`src/rtl/cavlc_pkg.sv`:
```
// Shared types and constants for the CAVLC coefficient scanner.
// Lengths match the H.264 residual block kinds: luma 4x4, AC and chroma DC.
package cavlc_pkg;

  typedef enum logic [1:0] {
    IDLE = 2'd0,
    SCAN = 2'd1,
    HOLD = 2'd2
  } state_e;

  localparam int DEF_MAX_COEFF = 16;
  localparam int LEN_LUMA      = 16;
  localparam int LEN_AC        = 15;
  localparam int LEN_CDC       = 4;

endpackage

```
`src/rtl/cavlc_t1_tracker.sv`:
```
// Counts trailing ones (|level|==1) from the first nonzero onwards and
// records their signs; freezes at three or at the first larger magnitude.
module cavlc_t1_tracker (
  input  logic       clk,
  input  logic       rst,
  input  logic       clr_i,
  input  logic       nz_i,
  input  logic       is_one_i,
  input  logic       neg_i,
  output logic [1:0] t1_count_o,
  output logic [2:0] t1_sign_o
);

  logic [1:0] count_q, count_d;
  logic [2:0] sign_q, sign_d;
  logic       frozen_q, frozen_d;

  always_comb begin
    count_d  = count_q;
    sign_d   = sign_q;
    frozen_d = frozen_q;
    if (clr_i) begin
      count_d  = '0;
      sign_d   = '0;
      frozen_d = 1'b0;
    end else if (nz_i && !frozen_q) begin
      if (is_one_i) begin
        for (int i = 0; i < 3; i++) begin
          if (2'(i) == count_q) sign_d[i] = neg_i;
        end
        count_d = count_q + 2'd1;
        if (count_q == 2'd2) frozen_d = 1'b1;
      end else begin
        frozen_d = 1'b1;
      end
    end
  end

  always_ff @(posedge clk) begin
    if (rst) begin
      count_q  <= '0;
      sign_q   <= '0;
      frozen_q <= 1'b0;
    end else begin
      count_q  <= count_d;
      sign_q   <= sign_d;
      frozen_q <= frozen_d;
    end
  end

  assign t1_count_o = count_q;
  assign t1_sign_o  = sign_q;

endmodule

```
`src/rtl/cavlc_coeff_scanner.sv`:
```
// Scans one residual block in reverse zigzag order and produces the CAVLC
// syntax elements: total_coeff, trailing ones, total_zeros, run_before and levels.
module cavlc_coeff_scanner
  import cavlc_pkg::*;
#(
  parameter int  MAX_COEFF = DEF_MAX_COEFF,
  parameter int  COEFF_W   = 8,
  localparam int CW        = $clog2(MAX_COEFF + 1)
) (
  input  logic                                clk,
  input  logic                                rst,
  input  logic                                blk_start_i,
  input  logic [CW-1:0]                       blk_len_i,
  input  logic                                coeff_valid_i,
  input  logic [COEFF_W-1:0]                  coeff_i,
  output logic                                coeff_ready_o,
  output logic                                res_valid_o,
  input  logic                                res_ready_i,
  output logic [CW-1:0]                       total_coeff_o,
  output logic [1:0]                          trailing_ones_o,
  output logic [2:0]                          t1_sign_o,
  output logic [CW-1:0]                       total_zeros_o,
  output logic [MAX_COEFF-1:0][CW-1:0]        runbefore_list_o,
  output logic [MAX_COEFF-1:0][COEFF_W-1:0]   level_list_o,
  output logic                                busy_o
);

  state_e             state_q, state_d;
  logic [CW-1:0]      len_q, len_d;
  logic [CW-1:0]      pos_q, pos_d;
  logic [CW-1:0]      tc_q, tc_d;
  logic [CW-1:0]      tz_q, tz_d;
  logic [CW-1:0]      run_q, run_d;
  logic [COEFF_W-1:0] level_q [MAX_COEFF];
  logic [COEFF_W-1:0] level_d [MAX_COEFF];
  logic [CW-1:0]      rb_q    [MAX_COEFF];
  logic [CW-1:0]      rb_d    [MAX_COEFF];
  logic               clr;
  logic               nz;
  logic               is_one;

  // Magnitude one means +1 or the all-ones two's complement pattern (-1).
  assign is_one = (coeff_i == COEFF_W'(1)) || (coeff_i == {COEFF_W{1'b1}});

  always_comb begin
    state_d = state_q;
    len_d   = len_q;
    pos_d   = pos_q;
    tc_d    = tc_q;
    tz_d    = tz_q;
    run_d   = run_q;
    level_d = level_q;
    rb_d    = rb_q;
    clr     = 1'b0;
    nz      = 1'b0;
    case (state_q)
      IDLE: begin
        if (blk_start_i) begin
          state_d = SCAN;
          len_d   = ((blk_len_i == '0) || (blk_len_i > CW'(MAX_COEFF))) ? CW'(MAX_COEFF) : blk_len_i;
          pos_d   = '0;
          tc_d    = '0;
          tz_d    = '0;
          run_d   = '0;
          level_d = '{default: '0};
          rb_d    = '{default: '0};
          clr     = 1'b1;
        end
      end
      SCAN: begin
        if (coeff_valid_i) begin
          pos_d = pos_q + CW'(1);
          if (coeff_i != '0) begin
            nz    = 1'b1;
            tc_d  = tc_q + CW'(1);
            run_d = '0;
            for (int i = 0; i < MAX_COEFF; i++) begin
              if (CW'(i) == tc_q) level_d[i] = coeff_i;
              if ((tc_q != '0) && (CW'(i) == tc_q - CW'(1))) rb_d[i] = run_q;
            end
          end else if (tc_q != '0) begin
            // Zeros only count once the first (highest-frequency) nonzero is seen.
            run_d = run_q + CW'(1);
            tz_d  = tz_q + CW'(1);
          end
          if (pos_q == len_q - CW'(1)) begin
            state_d = HOLD;
            for (int i = 0; i < MAX_COEFF; i++) begin
              if ((tc_d != '0) && (CW'(i) == tc_d - CW'(1))) rb_d[i] = run_d;
            end
          end
        end
      end
      HOLD: begin
        if (res_ready_i) state_d = IDLE;
      end
      default: state_d = IDLE;
    endcase
  end

  always_ff @(posedge clk) begin
    if (rst) begin
      state_q <= IDLE;
      len_q   <= '0;
      pos_q   <= '0;
      tc_q    <= '0;
      tz_q    <= '0;
      run_q   <= '0;
      level_q <= '{default: '0};
      rb_q    <= '{default: '0};
    end else begin
      state_q <= state_d;
      len_q   <= len_d;
      pos_q   <= pos_d;
      tc_q    <= tc_d;
      tz_q    <= tz_d;
      run_q   <= run_d;
      level_q <= level_d;
      rb_q    <= rb_d;
    end
  end

  cavlc_t1_tracker u_t1 (
    .clk        (clk),
    .rst        (rst),
    .clr_i      (clr),
    .nz_i       (nz),
    .is_one_i   (is_one),
    .neg_i      (coeff_i[COEFF_W-1]),
    .t1_count_o (trailing_ones_o),
    .t1_sign_o  (t1_sign_o)
  );

  genvar gi;
  generate
    for (gi = 0; gi < MAX_COEFF; gi++) begin : g_lists
      assign level_list_o[gi]     = level_q[gi];
      assign runbefore_list_o[gi] = rb_q[gi];
    end
  endgenerate

  assign coeff_ready_o = (state_q == SCAN);
  assign res_valid_o   = (state_q == HOLD);
  assign busy_o        = (state_q != IDLE);
  assign total_coeff_o = tc_q;
  assign total_zeros_o = tz_q;

endmodule

```
`config.mk`:
```
export PLATFORM = sky130hd
export DESIGN_NAME = cavlc_coeff_scanner
export DESIGN_NICKNAME = d
export VERILOG_FILES = /design/src/rtl/cavlc_pkg.sv /design/src/rtl/cavlc_t1_tracker.sv /design/src/rtl/cavlc_coeff_scanner.sv
export SDC_FILE = /design/constraint.sdc
export NUM_CORES = 1
export LEC_CHECK = 0
export ABC_AREA = 1
export CORE_UTILIZATION = 50
export DETAILED_ROUTE_END_ITERATION = 8
export PLACE_DENSITY = 0.89
export SLEW_MARGIN = 10
export SYNTH_ARGS = -nofsm -noshare
export SYNTH_HDL_FRONTEND = slang
export SYNTH_SLANG_ARGS = --single-unit
```
`constraint.sdc`:
```
create_clock -name clk -period 3.6 [get_ports clk]
set_clock_uncertainty 0.05 [all_clocks]
set_input_delay 0.72 -clock clk [delete_from_list [all_inputs] [get_ports clk]]
set_output_delay 0.72 -clock clk [all_outputs]
set_load 0.02 [all_outputs]
```
==> results of run 1 <==
[worst max-delay path, cell delays in order, from the launching register on]
cell,delay (ns)
dfxtp_1,0.54
inv_1,0.23
ha_1,0.26
nand2_1,0.19
nor2_2,0.11
inv_2,0.19
nand2_1,0.09
nor2_2,0.48
nand3_2,0.33
o21ai_0,0.26
inv_1,0.06
o21ai_1,0.08
nand3_1,0.09
a21oi_1,0.15
[through the flow]
stage	total power [µW]	utilization [%]	setup WS (ns)
2_1_floorplan	3340	-	1.15
3_3_place_gp	3640	62.5	0.212
3_5_place_dp	3660	62.5	0.0895
4_1_cts	6300	66.1	0.531
5_1_grt	6490	66.1	0.257
6_report	6300	66.1	0.440
[power breakdown]
group | total (µW) | switching (µW) | internal [µW]
registers | 2820 | 59.3 | 2760
clock network | 2680 | 1110 | 1570
logic | 801 | 526 | 275
total | 6300 | 1700 | 4600
[cell type report]
type,count,area share (%)
multi-input combinational,1203,38.4
clock inverter,10,0.768
sequential,241,31.2
tap,319,2.58
timing repair buffer,283,17.7
clock buffer,34,4.72
antenna,1,0.0162
inverter,193,4.68
[kinds of logic after synthesis]
| kind of cell | count (synthesis) | synth area share, % |
|---|---|---|
| fa+ha+maj | 15 | 1.58 |
| xor+xnor | 3 | 0.221 |
| buf+inv | 287 | 9.61 |
| compound gates | 464 | 20.4 |
| simple gates | 721 | 27.7 |
| flops | 241 | 40.5 |
[cell usage after synthesis (all sizes together) (2+ instances only)]
| master | n |
|---|---|
| a21oi | 241 |
| o22ai | 2 |
| clkbuf | 63 |
| nor2 | 75 |
| o21ai | 197 |
| o211ai | 8 |
| inv | 191 |
| xnor2 | 2 |
| dfxtp | 241 |
| nor3 | 13 |
| clkinv | 2 |
| ha | 15 |
| nor4 | 4 |
| o21bai | 10 |
| nand3 | 191 |
| nand2 | 408 |
| nand4 | 28 |
| buf | 31 |
| nand3b | 2 |
[state kept, by name (all words and copies together) (netlist names)]
register / count
u_t1.t1_sign_o: 3
state_q: 2
len_q: 5
u_t1.frozen_q: 1
u_t1.t1_count_o: 2
run_q: 5
pos_q: 5
runbefore_list_o: 80
total_zeros_o: 5
total_coeff_o: 5
level_list_o: 128
[final timing paths]
path,to,slack (ns),cells after the start
max,runbefore_list_o[71],0.44,13
min,level_list_o[10],0.40,2
max reg2reg,runbefore_list_o[71],0.44,13
min reg2reg,level_list_o[10],0.40,2
[metal layers]
metal	share of wire (%)	GRT usage, %	vias to the layer above
met4	5.5	18.3	0
li1	-	-	6151
met1	39	38.8	6047
met5	0	0	-
met3	10	6.90	177
met2	45	49.4	822
==> results.tsv, run 1 <==
stage	metric	value	unit
critical_path	Setup crit end kind	register	
finish	design area	0.0155	mm²
routing	Total Wirelength	39700	µm
floorplanning	core area	0.0234	mm²
placement	gpl congestion	0.919	
cts	clock buffer depth	3	
synthesis	number of enable flip-flop cells after synthesis	0	
cts	post_cts resized	0	
synthesis	Gate Count Post-Synth	1731	
placement	DP Cell Count	2239	
finish	Register Area	0.00482	mm²
synthesis	Mapped Nets	1764	
critical_path	Required @ worst endpoint	4.02	ns
cts	number of CTS-inserted buffers	25	
global_routing	total track usage	31.2	%
sta	hold_ws	0.395	ns
placement	hpwl dp	26600	µm
sta	count of final setup violators	0	
sta	final-report hold violation count	0	
cts	hold_buf cts	0	
pwr	Power Dens Cells	407	mW/mm²
cts	Clk Latency, worst-skew pair	0.55	ns
synthesis	synthesis-stage register bit count	241	
hold_path	worst hold path class	reg2reg	
synthesis	sequential area share after synthesis	40.5	%
cts	H-tree depth	1	
sta	Fmax	316	MHz
finish	commonest non-fill, non-tap cell in the layout	nand2_1	
critical_path	CP Max Fanout	10	
floorplanning	die height	156	µm
finish	Final #Nets	1980	
global_routing	largest net degree at the start of global routing	85	
global_routing	antenna violations before repair	1	
sta	minimum clock period	3.16	ns
routing	DRT Pass-1 Iters	7	
cts	setup bufs post-CTS	0	
pwr	leakage	0.00543	µW
cts	TritonCTS clock tree	yes	
finish	Multi-input gate area	0.00594	mm²
sta	worst-margin pin slew	1.10	ns
routing	DR iter-0 viols	1475	
floorplanning	die width	156	µm
synthesis	Synthesis Warnings	0	
synthesis	largest area contributor in the netlist	dfxtp_1	
cts	Reg clk slew, reported paths	0.06	ns
finish	area grow syn2layout	29.9	%
floorplanning	Rows	56	
job	Max Cap Violations	0	
global_routing	vias in the first global route	12000	
synthesis	post-synth top area share	40.5	%
sta	setup_tns	0	ns
finish	Final Non-Filler Cells	2284	
synthesis	synth unique cells	41	
floorplanning	die area	0.0244	mm²
critical_path	WP data arrival	3.58	ns
sta	Max Slew Vio Count	0	
routing	ANT nets after route	0	
hold_path	hold path start	level_list_o[10]	
sta	Slew HR	26.5	%
routing	drt wl/cell	17.4	µm
cts	clk sink count	241	
cts	CTS Root Cell	clkbuf_16	
critical_path	crit path from	total_coeff_o[0]	
finish	layout cell share with drive strength beyond 1	7.99	%
pwr	VDD IR max	0.315	mV
placement	port bufs	243	
floorplanning	initial core utilization	50.9	%
finish	commonest cells after routing, fill and taps aside	nand2_1, clkdlybuf4s50_1, dfxtp_1, a21oi_1, inv_1	
global_routing	gr ovfl total	0	
critical_path	reg2reg start	total_coeff_o[0]	
synthesis	Post-synth top flop	dfxtp_1	
synthesis	Mapped Avg Cell Area	6.88	µm²
sta	RSZ-0062 raised after global routing	false	
outcome	outcome	completed	
routing	vias post-DR	13200	
synthesis	synthesized area	0.0119	mm²
routing	vias per cell	5.78	
sta	Tcrit/Tclk final	87.8	%
critical_path	CP startpoint kind	register	
finish	Filler cells	1932	
critical_path	crit path kind	reg2reg	
routing	drt drc	0	
synthesis	top cells by area, synth	dfxtp_1, nand2_1, a21oi_1, o21ai_0, nand3_1	
global_routing	global-route wire length before repair	61300	µm
placement	Post-DP Area	0.0146	mm²
floorplanning	I/O pins	244	
synthesis	Async SR Flop Fraction	0	%
Power figures use the tool's default switching activity.
==> run 2: changes to the inputs <==
--- a/config.mk
+++ b/config.mk
@@ -6,9 +6,11 @@
 export NUM_CORES = 1
 export LEC_CHECK = 0
 export ABC_AREA = 1
-export CORE_UTILIZATION = 50
+export CELL_PAD_IN_SITES_DETAIL_PLACEMENT = 0
+export CELL_PAD_IN_SITES_GLOBAL_PLACEMENT = 1
+export CORE_UTILIZATION = 39
 export DETAILED_ROUTE_END_ITERATION = 8
-export PLACE_DENSITY = 0.89
+export PLACE_DENSITY = 0.95
 export SLEW_MARGIN = 10
 export SYNTH_ARGS = -nofsm -noshare
 export SYNTH_HDL_FRONTEND = slang
==> run 2 against run 1 <==
Sequential cell count unchanged. Clock-buffer cell count increased by 2. Critical path depth decreased by 1. Non-clock buffer count increased by 3. Maximum frequency increased by 1.7%. Sequential share of layout area decreased by 0.48 points. Via count decreased by 4.3%. Global-route usage decreased by 6.0 points. Critical path type unchanged. Critical endpoint is now runbefore_list_o[77].
==> results.tsv, run 2 (synthesis results as in run 1) <==
stage	metric	value	unit	change
cts	H-tree depth	1		unchanged
routing	Total Wirelength	40500	µm	+2.1%
sta	Max Slew Vio Count	0		unchanged
routing	vias post-DR	12600		-4.3%
global_routing	vias in the first global route	11400		-4.9%
pwr	Power Dens Cells	413	mW/mm²	+1.5%
routing	drt wl/cell	17.1	µm	-1.4%
routing	DR iter-0 viols	1466		-0.61%
critical_path	Reg2Reg Setup Slack	0.49	ns	+0.05 ns
floorplanning	initial core utilization	39.9	%	-11 points
floorplanning	I/O pins	244		unchanged
pwr	VDD IR max	0.295	mV	-6.2%
finish	max reg flops	128		unchanged
routing	drt drc	0		unchanged
finish	commonest cells after routing, fill and taps aside	nand2_1, clkdlybuf4s50_1, dfxtp_1, a21oi_1, inv_1		
placement	port bufs	243		unchanged
finish	commonest non-fill, non-tap cell in the layout	nand2_1		
finish	area grow syn2layout	31.9	%	
sta	Slew HR	37.2	%	+11 points
cts	CTS Root Cell	clkbuf_16		
cts	number of CTS-inserted buffers	27		+8.0%
hold_path	worst hold path class	reg2reg		
floorplanning	die width	177	µm	+13%
global_routing	total track usage	25.1	%	-6.0 points
cts	post_cts resized	0		unchanged
placement	gpl congestion	0.917		-0.21%
critical_path	Setup crit end kind	register		
pwr	leakage	0.00548	µW	+0.90%
sta	minimum clock period	3.11	ns	-0.0534 ns
job	Max Cap Violations	0		unchanged
cts	setup bufs post-CTS	0		unchanged
critical_path	Slowest-stage cell, CP	inv_1		
global_routing	largest net degree at the start of global routing	83		-2.4%
floorplanning	Rows	63		+13%
sta	final-report hold violation count	0		unchanged
floorplanning	die height	177	µm	+13%
critical_path	WP data arrival	3.54	ns	-0.04 ns
critical_path	Most common cell on crit path	inv_1		
finish	Final #Nets	1985		+0.25%
outcome	outcome	completed		
critical_path	CP startpoint kind	register		
critical_path	Required @ worst endpoint	4.04	ns	+0.02 ns
sta	Tcrit/Tclk final	86.3	%	-1.5 points
floorplanning	core area	0.0299	mm²	+28%
global_routing	antenna violations before repair	2		+1
finish	layout cell share with drive strength beyond 1	8.41	%	+0.42 points
critical_path	critical path's top delay family	simple AND/OR/NAND/NOR gates		
sta	setup_tns	0	ns	unchanged
sta	count of final setup violators	0		unchanged
cts	Reg clk slew, reported paths	0.06	ns	about the same
critical_path	crit-path max cell delay	0.43	ns	-0.11 ns
global_routing	gr ovfl total	0		unchanged
sta	RSZ-0062 raised after global routing	false		
critical_path	crit path kind	reg2reg		
routing	vias per cell	5.34		-7.5%
cts	clk sink count	241		unchanged
sta	worst-margin pin slew	0.942	ns	-0.159 ns
critical_path	Cell Chain, Critical Path	inv_1 > ha_1 > nand2_1 > nor2_2 > inv_2 > nand3_1 > inv_1 > nor3_1 > inv_1 > a21oi_1 > o21ai_0 > a21oi_1		
floorplanning	die area	0.0312	mm²	+28%
routing	DRT Pass-1 Iters	5		-2
cts	Clk Latency, worst-skew pair	0.56	ns	about the same
finish	final core occ	52.6	%	-14 points
sta	Fmax	322	MHz	+1.7%
cts	clock buffer depth	3		unchanged
critical_path	Worst Path Buf+Inv	4		+1
cts	TritonCTS clock tree	yes		
global_routing	global-route wire length before repair	62600	µm	+2.1%
cts	hold_buf cts	0		unchanged
critical_path	CP Max Fanout	11		+1
routing	ANT nets after route	0		unchanged
placement	hpwl dp	27700	µm	+4.3%
-- run 2: path summary, 6_finish.rpt --
kind,start,endpoint,depth (start not counted)
worst min register to register,level_list_o[11],level_list_o[11],2
worst max register to register,total_coeff_o[1],runbefore_list_o[77],12
worst max-delay path,total_coeff_o[1],runbefore_list_o[77],12
worst min-delay path,level_list_o[11],level_list_o[11],2
-- run 2: through the flow --
stage / instance area [µm²] / total power (µW) / hold slack, ns / instances / setup slack, ns
finish: 15700 / 6490 / 0.392 / 2365 / 0.493
global route: 15700 / 6710 / 0.410 / 2365 / 0.226
CTS: 15700 / 6530 / 0.395 / 2363 / 0.584
detailed placement: 14800 / 3670 / 0.385 / 2313 / 0.120
global placement: 14800 / 3660 / 0.382 / 2313 / 0.176
floorplan: 11900 / 3340 / 0.392 / 1731 / 1.15
-- run 2: area by class of cell --
cell class / instances / area (µm²)
Clock buffer: 36 / 790
Inverter: 193 / 724
Tap cell: 390 / 488
Timing Repair Buffer: 286 / 2790
Fill cell: 2884 / 14200
Clock inverter: 14 / 151
Sequential cell: 241 / 4820
Antenna cell: 2 / 5.00
Multi-Input combinational cell: 1203 / 5940
-- run 2: worst reg2reg max path: stages, from the launching register on --
cell and delay [ns]:
dfxtp_1 0.40, inv_1 0.23, ha_1 0.21, nand2_1 0.14
nor2_2 0.29, inv_2 0.17, nand3_1 0.15, inv_1 0.07
nor3_1 0.42, inv_1 0.43, a21oi_1 0.25, o21ai_0 0.11
a21oi_1 0.13
-- run 2: metal layers --
metal	global-route usage [%]	up-vias	share of wire, %
met5	0	-	0
met4	10.5	0	3.6
met3	4.08	88	7.4
met2	40.2	503	46
met1	33.4	5849	43
li1	-	6196	-
-- run 2: power breakdown --
part           switching (µW)  internal (µW)
registers                55.1           2760
clock network            1180           1690
logic                     522            278
==> run 3: changes to the inputs <==
--- a/config.mk
+++ b/config.mk
@@ -8,6 +8,7 @@
 export ABC_AREA = 1
 export CELL_PAD_IN_SITES_DETAIL_PLACEMENT = 0
 export CELL_PAD_IN_SITES_GLOBAL_PLACEMENT = 1
+export CORE_ASPECT_RATIO = 0.8
 export CORE_UTILIZATION = 39
 export DETAILED_ROUTE_END_ITERATION = 8
 export PLACE_DENSITY = 0.95
==> run 3 against run 2 <==
Global-route usage is 0.52 points higher. Final cell count is 0.47% higher. Total power is 3.8% lower. Clock power is 9.0% lower. Final area is 0.62% lower. Critical path depth is 1 higher. First-iteration DRC count is 23% lower. Maximum frequency is 1.1% lower. Via count hardly changed. Largest cell class unchanged. Highest routed layer unchanged.
==> results.tsv, run 3 (synthesis results as in run 1) <==
stage	metric	value	unit	change
routing	vias post-DR	12600		+0.024%
cts	Reg clk slew, reported paths	0.06	ns	about the same
pwr	VDD IR max	0.311	mV	+5.3%
hold_path	worst hold path class	reg2reg		
critical_path	CP startpoint kind	register		
sta	worst-margin pin slew	1.17	ns	+0.226 ns
pwr	P_int	4550	µW	-3.9%
critical_path	Worst Setup EP	runbefore_list_o[44]		
global_routing	gr ovfl total	0		unchanged
global_routing	total track usage	25.6	%	+0.52 points
placement	hpwl dp	28800	µm	+4.0%
cts	setup bufs post-CTS	0		unchanged
placement	gpl congestion	0.917		about the same
floorplanning	core area	0.0296	mm²	-0.79%
sta	final-report hold violation count	0		unchanged
global_routing	largest net degree at the start of global routing	85		+2.4%
finish	commonest non-fill, non-tap cell in the layout	nand2_1		
cts	number of CTS-inserted buffers	27		unchanged
routing	drt wl/cell	17.5	µm	+1.8%
hold_path	hold path start	level_list_o[79]		
critical_path	reg2reg start	total_coeff_o[1]		
floorplanning	die width	197	µm	+12%
critical_path	WP data arrival	3.55	ns	about the same
routing	ANT nets after route	0		unchanged
finish	max reg flops	128		unchanged
finish	Filler cells	2903		+0.66%
critical_path	Reg2Reg Setup Slack	0.46	ns	-0.03 ns
routing	DRT Pass-1 Iters	5		unchanged
critical_path	Setup crit end kind	register		
finish	final core occ	52.7	%	+0.090 points
sta	Tcrit/Tclk final	87.2	%	+0.93 points
critical_path	Worst Reg2Reg Path Length in Cells	13		+1
finish	layout cell share with drive strength beyond 1	7.92	%	-0.49 points
floorplanning	I/O pins	244		unchanged
cts	clk sink count	241		unchanged
pwr	Reg power frac	45.1	%	+1.7 points
floorplanning	die height	158	µm	-10%
placement	port bufs	243		unchanged
critical_path	CP Max Fanout	10		-1
pwr	NetSw	1690	µW	-3.7%
routing	DR iter-0 viols	1125		-23%
cts	CTS Root Cell	clkbuf_16		
global_routing	vias in the first global route	11200		-1.4%
finish	commonest cells after routing, fill and taps aside	nand2_1, clkdlybuf4s50_1, dfxtp_1, a21oi_1, inv_1		
critical_path	RR Endpoint	runbefore_list_o[44]		
sta	RSZ-0062 raised after global routing	false		
pwr	leakage	0.00543	µW	-0.85%
finish	Final #Nets	1987		+0.10%
pwr	Net Sw Frac	27.1	%	+0.044 points
floorplanning	initial core utilization	40.2	%	+0.32 points
sta	final setup margin	0.460	ns	-0.0334 ns
global_routing	global-route wire length before repair	63300	µm	+1.2%
pwr	Power Dens Cells	400	mW/mm²	-3.2%
routing	vias per cell	5.32		-0.44%
sta	minimum clock period	3.14	ns	+0.0334 ns
pwr	Logic pwr share	13.0	%	+0.7 points
sta	setup_tns	0	ns	unchanged
sta	Max Slew Vio Count	0		unchanged
pwr	Clock Power Share	42.0	%	-2.3 points
cts	H-tree depth	1		unchanged
outcome	outcome	completed		
sta	hold_ws	0.395	ns	+0.00308 ns
floorplanning	die area	0.0312	mm²	about the same
critical_path	Required @ worst endpoint	4.01	ns	-0.03 ns
global_routing	antenna violations before repair	0		-2
cts	hold_buf cts	0		unchanged
routing	Total Wirelength	41500	µm	+2.3%
cts	TritonCTS clock tree	yes		
cts	post_cts resized	0		unchanged
floorplanning	Rows	56		-11%
cts	Clk Latency, worst-skew pair	0.54	ns	-0.02 ns
job	Max Cap Violations	0		unchanged
finish	number of diodes	0		-2
routing	drt drc	0		unchanged
finish	area grow syn2layout	31.1	%	
sta	Slew HR	22.2	%	-15 points
sta	Fmax	318	MHz	-1.1%
critical_path	crit path from	total_coeff_o[1]		
critical_path	crit path kind	reg2reg		
placement	Placement Setup Slack	0.142	ns	+0.0220 ns
cts	clock buffer depth	3		unchanged
sta	count of final setup violators	0		unchanged
==> run 3: critical path, stage by stage (launching register included) <==
cell	delay (ns)
dfxtp_1	0.51
inv_1	0.20
ha_1	0.24
nand2_1	0.20
nor2_2	0.12
inv_2	0.18
nand2_1	0.10
nor2_2	0.44
nand3_2	0.33
o21ai_0	0.31
inv_1	0.09
nand2_1	0.07
nand3_1	0.08
a21oi_1	0.14
==> run 3: worst min path at each step <==
| stage | end | slack (ns) | depth (start not counted) |
|---|---|---|---|
| floorplan | u_t1.frozen_q | 0.39 | 2 |
| global placement | level_list_o[95] | 0.38 | 2 |
| detailed placement | level_list_o[45] | 0.39 | 2 |
| CTS | level_list_o[45] | 0.40 | 2 |
| global route | level_list_o[79] | 0.41 | 2 |
| finish | level_list_o[79] | 0.39 | 2 |
==> run 3: metrics by stage <==
step	area [µm²]	std cells	total power [µW]
after global routing	15600	2376	6460
after floorplan	11900	1731	3340
after global placement	14800	2331	3660
after CTS	15600	2376	6280
after detailed placement	14800	2331	3670
final	15600	2376	6250
==> run 3: cell type report <==
class	count	area [µm²]	area share [%]
multi-input combinational	1203	5940	38.0
sequential	241	4820	30.9
timing repair buffer	288	2810	18.0
clock buffer	39	751	4.81
inverter	193	724	4.64
tap	406	508	3.25
clock inverter	6	62.6	0.401
==> run 3: power by group through the flow <==
stage / sequential [µW] / combinational, µW / clock [µW]
finish: 2820 / 809 / 2620
global route: 2820 / 875 / 2760
CTS: 2820 / 806 / 2650
detailed placement: 2870 / 801 / 0
global placement: 2870 / 791 / 0
floorplan: 2980 / 361 / 0
==> run 3: routing by layer <==
layer	GRT usage (%)	vias to the layer above	part of all wire, %	wire length [µm]
met4	7.31	0	2.5	1040
met2	38.4	516	43	17700
li1	-	6185	-	-
met1	37.4	5867	46	19200
met5	0	-	0	0
met3	4.55	71	8.5	3520
